`src/rtl/boot_loader.sv`:
```
// UART boot loader: holds the core in reset, receives a framed program image
// (A5, N_lo, N_hi, 4*N payload bytes, XOR checksum) over an 8N1 serial line,
// writes it word by word into BlockRAM, then releases cu_rst on a good checksum.
module boot_loader #(
    parameter int CLKS_PER_BIT  = 868,
    parameter int D_WIDTH       = 32,
    parameter int D_DEPTH_WIDTH = 10
) (
    input  logic                     clk,
    input  logic                     rst,
    input  logic                     uart_rx,
    output logic                     mem_en,
    output logic [3:0]               mem_wr_mask,
    output logic [D_DEPTH_WIDTH-1:0] mem_addr,
    output logic [D_WIDTH-1:0]       mem_data,
    output logic                     cu_rst,
    output logic                     busy,
    output logic                     error,
    output logic [D_DEPTH_WIDTH:0]   words_loaded
);

    localparam int CNT_W = (CLKS_PER_BIT > 2) ? $clog2(CLKS_PER_BIT) : 2;
    localparam logic [CNT_W-1:0] BIT_LAST  = CNT_W'(CLKS_PER_BIT - 1);
    localparam logic [CNT_W-1:0] HALF_LAST = CNT_W'(CLKS_PER_BIT / 2 - 1);
    localparam logic [16:0]      N_MAX     = 17'(2 ** D_DEPTH_WIDTH);
    localparam logic [7:0]       SYNC_BYTE = 8'hA5;

    // ------------------------------------------------------------------
    // RX front end
    // ------------------------------------------------------------------
    typedef enum logic [1:0] {R_IDLE, R_START, R_DATA, R_STOP} rx_state_t;

    rx_state_t        rx_state_q;
    logic [1:0]       sync_q;
    logic [CNT_W-1:0] cnt_q;
    logic [2:0]       bit_idx_q;
    logic [7:0]       shreg_q;
    logic             byte_valid_q;
    logic             frame_err_q;
    logic             rx_s;

    assign rx_s = sync_q[1];

    // Synchronise the line, then time start/data/stop samples from the start edge
    always_ff @(posedge clk) begin
        if (rst) begin
            rx_state_q   <= R_IDLE;
            sync_q       <= 2'b11;
            cnt_q        <= '0;
            bit_idx_q    <= '0;
            shreg_q      <= '0;
            byte_valid_q <= 1'b0;
            frame_err_q  <= 1'b0;
        end else begin
            sync_q       <= {sync_q[0], uart_rx};
            byte_valid_q <= 1'b0;
            frame_err_q  <= 1'b0;
            case (rx_state_q)
                R_IDLE: begin
                    cnt_q     <= '0;
                    bit_idx_q <= '0;
                    if (!rx_s) rx_state_q <= R_START;
                end
                R_START: begin
                    if (cnt_q == HALF_LAST) begin
                        cnt_q      <= '0;
                        // a line that is high again at mid start bit was a glitch
                        rx_state_q <= rx_s ? R_IDLE : R_DATA;
                    end else begin
                        cnt_q <= cnt_q + 1'b1;
                    end
                end
                R_DATA: begin
                    if (cnt_q == BIT_LAST) begin
                        cnt_q   <= '0;
                        shreg_q <= {rx_s, shreg_q[7:1]};
                        if (bit_idx_q == 3'd7) rx_state_q <= R_STOP;
                        else                   bit_idx_q  <= bit_idx_q + 1'b1;
                    end else begin
                        cnt_q <= cnt_q + 1'b1;
                    end
                end
                R_STOP: begin
                    if (cnt_q == BIT_LAST) begin
                        cnt_q        <= '0;
                        byte_valid_q <= rx_s;
                        frame_err_q  <= !rx_s;
                        // re-arm mid stop bit so back-to-back bytes are caught
                        rx_state_q   <= R_IDLE;
                    end else begin
                        cnt_q <= cnt_q + 1'b1;
                    end
                end
                default: rx_state_q <= R_IDLE;
            endcase
        end
    end

    // ------------------------------------------------------------------
    // Loader FSM
    // ------------------------------------------------------------------
    typedef enum logic [2:0] {L_IDLE, L_LEN_LO, L_LEN_HI, L_DATA, L_CSUM, L_DONE, L_ERR} ld_state_t;

    ld_state_t              st_q;
    logic [15:0]            n_q;
    logic [D_DEPTH_WIDTH:0] addr_q;
    logic [23:0]            word_q;
    logic [1:0]             byte_idx_q;
    logic [7:0]             csum_q;
    logic                   mem_en_q;
    logic [D_DEPTH_WIDTH-1:0] mem_addr_q;
    logic [D_WIDTH-1:0]     mem_data_q;
    logic                   cu_rst_q;
    logic                   error_q;
    logic [D_DEPTH_WIDTH:0] wl_q;
    logic                   busy_st;
    logic [16:0]            n_full;

    assign busy_st = (st_q == L_LEN_LO) || (st_q == L_LEN_HI) ||
                     (st_q == L_DATA)   || (st_q == L_CSUM);
    assign n_full  = {1'b0, shreg_q, n_q[7:0]};

    // Frame parsing, word assembly, write strobe and status flags
    always_ff @(posedge clk) begin
        if (rst) begin
            st_q       <= L_IDLE;
            n_q        <= '0;
            addr_q     <= '0;
            word_q     <= '0;
            byte_idx_q <= '0;
            csum_q     <= '0;
            mem_en_q   <= 1'b0;
            mem_addr_q <= '0;
            mem_data_q <= '0;
            cu_rst_q   <= 1'b1;
            error_q    <= 1'b0;
            wl_q       <= '0;
        end else begin
            mem_en_q <= 1'b0;
            if (mem_en_q) wl_q <= wl_q + 1'b1;
            if (st_q == L_IDLE) begin
                wl_q       <= '0;
                csum_q     <= '0;
                addr_q     <= '0;
                byte_idx_q <= '0;
            end
            if (frame_err_q && busy_st) begin
                // partial word is simply dropped; nothing was strobed for it
                st_q       <= L_ERR;
                error_q    <= 1'b1;
                cu_rst_q   <= 1'b1;
                byte_idx_q <= '0;
            end else if (byte_valid_q) begin
                case (st_q)
                    L_IDLE: if (shreg_q == SYNC_BYTE) st_q <= L_LEN_LO;
                    L_LEN_LO: begin
                        n_q[7:0] <= shreg_q;
                        st_q     <= L_LEN_HI;
                    end
                    L_LEN_HI: begin
                        n_q[15:8] <= shreg_q;
                        if (n_full > N_MAX) begin
                            st_q    <= L_ERR;
                            error_q <= 1'b1;
                        end else if (n_full == '0) begin
                            st_q <= L_CSUM;
                        end else begin
                            st_q <= L_DATA;
                        end
                    end
                    L_DATA: begin
                        csum_q     <= csum_q ^ shreg_q;
                        byte_idx_q <= byte_idx_q + 1'b1;
                        case (byte_idx_q)
                            2'd0: word_q[7:0]   <= shreg_q;
                            2'd1: word_q[15:8]  <= shreg_q;
                            2'd2: word_q[23:16] <= shreg_q;
                            default: begin
                                mem_en_q   <= 1'b1;
                                mem_addr_q <= addr_q[D_DEPTH_WIDTH-1:0];
                                mem_data_q <= {shreg_q, word_q};
                                addr_q     <= addr_q + 1'b1;
                                if (16'(addr_q) + 16'd1 == n_q) st_q <= L_CSUM;
                            end
                        endcase
                    end
                    L_CSUM: begin
                        if (shreg_q == csum_q) begin
                            st_q     <= L_DONE;
                            cu_rst_q <= 1'b0;
                        end else begin
                            st_q    <= L_ERR;
                            error_q <= 1'b1;
                        end
                    end
                    L_ERR: begin
                        if (shreg_q == SYNC_BYTE) begin
                            st_q       <= L_LEN_LO;
                            error_q    <= 1'b0;
                            addr_q     <= '0;
                            wl_q       <= '0;
                            csum_q     <= '0;
                            byte_idx_q <= '0;
                        end
                    end
                    default: ;  // DONE: only rst leaves
                endcase
            end
        end
    end

    // A reset coinciding with the strobe cancels the write
    assign mem_en       = mem_en_q && !rst;
    assign mem_wr_mask  = {4{mem_en}};
    assign mem_addr     = mem_addr_q;
    assign mem_data     = mem_data_q;
    assign cu_rst       = cu_rst_q;
    assign busy         = busy_st;
    assign error        = error_q;
    assign words_loaded = wl_q;

endmodule

```
`config.mk`:
```
export PLATFORM = sky130hd
export DESIGN_NAME = boot_loader
export DESIGN_NICKNAME = d
export VERILOG_FILES = /design/src/rtl/boot_loader.sv
export SDC_FILE = /design/constraint.sdc
export NUM_CORES = 1
export LEC_CHECK = 0
export BUFFER_PORTS_ARGS = -buffer_cell sky130_fd_sc_hd__buf_2
export CAP_MARGIN = 20
export CORE_UTILIZATION = 53
export DETAILED_ROUTE_END_ITERATION = 7
export GPL_TIMING_DRIVEN = 0
export HOLD_SLACK_MARGIN = 0.12
export PLACE_DENSITY = 0.72
export SLEW_MARGIN = 20
export SYNTH_ARGS = -nofsm -noshare
export SYNTH_HDL_FRONTEND = slang
export SYNTH_SLANG_ARGS = --single-unit
```
`constraint.sdc`:
```
create_clock -name clk -period 2.1 [get_ports clk]
set_clock_uncertainty 0.05 [all_clocks]
set_input_delay 0.315 -clock clk [delete_from_list [all_inputs] [get_ports clk]]
set_output_delay 0.315 -clock clk [all_outputs]
set_load 0.01 [all_outputs]
```
Word-level counts from Yosys, hierarchy flattened
Index checks and enable logic that the tools add are counted.
{"block": "op_classes", "addsub": 6, "magnitude_cmp": 1, "n_eq_ne": 31, "n_mux": 50, "bitwise": 7, "reduce_logical": 35}
{"op": "2-to-1 mux 11 bit", "n": 11}
{"op": "2-to-1 mux 8 bit", "n": 4}
{"op": "case mux 10 bit (3 select lines)", "n": 1}
{"op": "2-to-1 mux 3 bit", "n": 9}
{"op": "adder 11 x 1 -> 11 bit (second input constant)", "n": 2}
{"op": "case mux 11 bit (2 select lines)", "n": 1}
{"op": "2-to-1 mux 10 bit", "n": 2}
{"op": "2-to-1 mux 2 bit", "n": 10}
{"op": "AND reduction 5 bit", "n": 4}
{"op": "logical NOT 17 bit", "n": 1}
{"op": "equality test 12 x 16 -> 1 bit", "n": 1}
{"op": "> comparator 16 x 11 -> 1 bit (second input constant)", "n": 1}
{"op": "case mux 8 bit (2 select lines)", "n": 1}
{"op": "AND reduction 4 bit", "n": 4}
{"op": "case mux 3 bit (5 select lines)", "n": 1}
{"op": "!= test 2 bit (second input constant)", "n": 7}
{"op": "adder 11 x 1 -> 12 bit (second input constant)", "n": 1}
{"op": "AND reduction 3 bit", "n": 4}
{"op": "adder 10 x 1 -> 10 bit (second input constant)", "n": 1}
{"op": "equality test 10 bit (second input constant)", "n": 1}
{"op": "equality test 10 x 9 -> 1 bit (second input constant)", "n": 1}
{"op": "equality test 3 bit (second input constant)", "n": 3}
{"op": "!= test 3 x 1 -> 1 bit (second input constant)", "n": 3}
{"op": "equality test 8 bit", "n": 1}
{"op": "30 further kinds", "n": 55}
{"block": "totals", "ff_bits": 147, "inputBits": 3, "out_inout_bits": 61}

Depth between registers and ports, before layout
{"block": "logic_depth", "depth_word": 7, "mapped_depth": 10}

Worst setup path before layout
No wires, ideal clock.
{"block": "synth_timing", "kind": "reg-to-reg", "startpoint": "register addr_q[0]", "endpoint": "register st_q[2]", "t_arrival_ns": 2.126, "required_time_ns": 1.978, "slack_ns": -0.148, "stages_incl_launch_ff": 8, "path_buffers": 0, "cell_sequence": "dfxtp_1 -> ha_1 -> nand3_1 -> nor3_1 -> xnor2_1 -> nand4_1 -> o41ai_2 -> mux2i_1"}
{"block": "synth_via", "elab_chain_cells": 4}
{"item": "start, declared", "line": "106", "text": "logic [D_DEPTH_WIDTH:0] addr_q;"}
{"item": "start signal, assigned", "line": "182", "text": "addr_q <= addr_q + 1'b1;"}
{"item": "adder 11 x 1 -> 12 bit", "line": "183", "text": "if (16'(addr_q) + 16'd1 == n_q) st_q <= L_CSUM;"}
{"item": "equality test 12 x 16 -> 1 bit", "line": "183"}
{"item": "!= test 3 x 1 -> 1 bit (no source line)"}
{"item": "AND reduction 5 bit (no source line)"}
{"item": "end signal, assigned", "line": "183"}
{"item": "end signal, assigned", "line": "189", "text": "st_q <= L_DONE;"}
{"item": "end signal, assigned", "line": "192", "text": "st_q <= L_ERR;"}
{"item": "end, declared", "line": "104", "text": "ld_state_t st_q;"}
No other way between the ends.
A chain may end at the register's enable or synchronous reset.

Final worst setup path
{"block": "layout_timing", "startpoint": "register n_q[12]", "endpoint": "register st_q[2]"}
{"block": "layout_via", "elab_chain_cells": 3}
{"item": "start, declared", "line": "105", "text": "logic [15:0] n_q;"}
{"item": "start signal, assigned", "line": "161", "text": "n_q[15:8] <= shreg_q;"}
{"item": "equality test 12 x 16 -> 1 bit", "line": "183"}
{"item": "!= test 3 x 1 -> 1 bit (no source line)"}
{"item": "AND reduction 5 bit (no source line)"}
No other way between the ends.

==> reports/summary.txt <==
Status -> finished, violations left
Failing checks -> negative setup slack
Initial antenna violation count -> 0
Pwr Total -> 5.75 mW
DR WL/cell -> 16.8 um
Seq/Total Area, Yosys -> 0.439
Yosys reg bits -> 147
Largest area contributor in the netlist -> dfxtp_1
DP HPWL -> 12600 um
Crit Path Class -> reg -> reg
First-pass GRT wire length -> 29000 um
Number of H-tree levels -> 4
Cell row count -> 40
Post-synth top area share -> 0.439
Die height -> 114 um
CP arrival -> 2.64 ns
Drc violations -> 0
Setup TNS -> -0.433 ns
Max Fclk -> 427 MHz
Core ar. -> 12200 sq um
Met2 Usage GRT -> 0.477
Ranking of synthesized cells by area -> dfxtp_1, nand2_1, a21oi_1, nor2_1, mux2i_1
Leak -> 3.19 nW
Final critical-path setup slack -> -0.241 ns
Hold crit path type -> in -> reg
I/O Buffers -> 63
GRT overflow -> 0
Final hold vios -> 0
Cells after Synth -> 828
Max-slew headroom -> 0.528
I/O pins -> 64
Worst-Margin Slew -> 0.708 ns
Worst-Skew Late Latency -> 0.43 ns
Share of layout cells above drive strength 1 -> 0.205
P per Cell Area -> 689 nW/um^2
Filler cell count -> 1038
Clock sink count -> 147
Startpoint types -> register
Top FF cell, synth -> dfxtp_1
CP endpoint kind -> register
TritonRoute pass-1 iters -> 5
Final Non-Filler Cells -> 1118
Reg clk slew, reported paths -> 0.06 ns
Synthesized area per cell -> 8.10 sq um
Yosys cell types -> 64
Place WS -> -0.626 ns
Number of global-route vias before repair -> 5800
Post-synth EDFFs -> 0
Area grow syn2layout -> 24.4%
TritonCTS Buffers -> 17
CTS tree -> yes
Largest net degree at the start of global routing -> 17
Pins Over Slew Limit -> 0
Synth async-reset ratio -> 0
Setup-failing EPs final -> 2
Most instantiated cells after synthesis -> dfxtp_1, nand2_1, a21oi_1, nor2_1, clkbuf_1
Clock tree buffer depth -> 2
Die ar. -> 13100 sq um
# diodes -> 0
Tmin final -> 2.34 ns
CTS Root Cell -> clkbuf_16
Critical Path RT -> 2.40 ns
Yosys warnings -> 0
Fin crit share -> 1.11
Peak supply drop -> 0.520 mV
Grt met3 use -> 0.0630
Cells after DPL -> 1059
Post-Synthesis Cell Area -> 6710 sq um
Max Cap Viol -> 0
Syn_nets -> 841
Die X -> 114 um
Drt first-iter violations -> 561
RSZ-0062 raised after global routing -> true
Final #Nets -> 950
Placer Congestion -> 0.896
Starting density of the core -> 0.551
Tot GR Track Use -> 0.287
Most used routing layer -> met2
Routed via count -> 6429
Routed vias/inst -> 5.75
Final WL -> 18800 um
Met1 Usage GRT -> 0.371
Antenna viol nets, final -> 0
Most numerous cell in the Yosys netlist -> dfxtp_1
Max Fanout on Critical Path -> 2
metal layers:
layer  vias up  wire (um)
met4         0        318
li1       3077          -
met5         -          0
met1      3072       8420
met3        39       1120
met2       241       8960
sequential cells by signal, indices dropped and copies added (netlist names), 8 cells and up, named ones only:
signal / cells
n_q: 16
mem_addr: 10
addr_q: 11
cnt_q: 10
shreg_q: 8
mem_data: 32
csum_q: 8
word_q: 24
words_loaded: 11
cell usage in the layout, fill, tap and decap left out, types with 4 or more instances in the layout:
cell type	Yosys	final
clkbuf_16	0	17
buf_2	11	67
clkbuf_2	0	6
and3_1	4	4
xnor2_1	14	11
nand3_1	35	31
mux2i_1	28	28
clkbuf_1	50	33
ha_1	10	8
nand3b_1	10	10
nor3_1	11	7
buf_6	0	10
a21oi_1	95	94
o21ai_0	19	15
nor4_1	9	8
nand4b_1	4	4
or3_1	5	5
dfxtp_2	0	5
nand2_1	142	141
nor2_1	91	90
o31ai_1	5	5
a31oi_1	5	4
inv_1	9	9
clkinvlp_4	0	5
dfxtp_1	147	140
clkbuf_4	0	5
nor2b_1	6	5
xor2_1	26	26
buf_4	4	34
a21o_1	4	4
o21ai_1	1	5
nand2b_1	10	10
nand4_1	9	9
final timing paths:
check               endpoint  slack [ns]  cells after the start  startpoint
min reg2reg        sync_q[1]        0.38                      1   sync_q[0]
max                  st_q[2]       -0.24                      6     n_q[12]
max reg2reg          st_q[2]       -0.24                      6     n_q[12]
min          words_loaded[0]        0.23                      3         rst
logic make-up after synthesis:
logic type / after synthesis / synth area share
and+or+nand+nor: 361 / 0.253
AOI/OAI and AO/OA: 166 / 0.148
buffers and inverters: 75 / 0.0463
muxes: 29 / 0.0435
DFF: 147 / 0.439
xor gates and xnor gates: 40 / 0.0522
adders and majority gates: 10 / 0.0187
worst max-delay path: stages, from the launching register on:
cell and delay [ns]:
dfxtp_1 0.31, nor4_1 0.52, o211ai_1 0.24, a211oi_2 0.20
nand4_1 0.25, o41ai_4 0.47, mux2i_1 0.22
through the flow:
step	hold slack, ns	util	cell area [sq um]
2_1_floorplan	0.339	-	6710
4_1_cts	0.227	0.657	7990
5_1_grt	0.269	0.686	8340
3_3_place_gp	0.357	0.595	7240
6_report	0.231	0.686	8340
3_5_place_dp	0.349	0.595	7240
repair_timing:
| item | in CTS | in global routing |
|---|---|---|
| setup endpoints to repair | 94 | 113 |
| gates resized for setup | 36 | 73 |
| pin swaps | 7 | 13 |
| hold buffers | 1 | 0 |
| hold endpoints to repair | 1 | 0 |
| setup buffers | 7 | 24 |
final cells by class:
cell class / count / area, sq um / share of cell area
Buffer: 61 / 347 / 0.0415
Clock buffer: 18 / 429 / 0.0514
Clock inverter: 14 / 131 / 0.0157
Inverter: 9 / 33.8 / 0.00405
Multi-Input combinational cell: 606 / 3660 / 0.439
Sequential cell: 147 / 2960 / 0.354
Tap cell: 168 / 210 / 0.0252
Timing Repair Buffer: 95 / 574 / 0.0688
report_power, final:
group / leakage [nW] / switching, mW / internal, mW
registers: 1.19 / 0.00146 / 2.79
logic: 1.74 / 0.0569 / 0.0150
clock network: 0.263 / 1.25 / 1.64
total: 3.19 / 1.31 / 4.45
(Power assumes the default switching activity.)
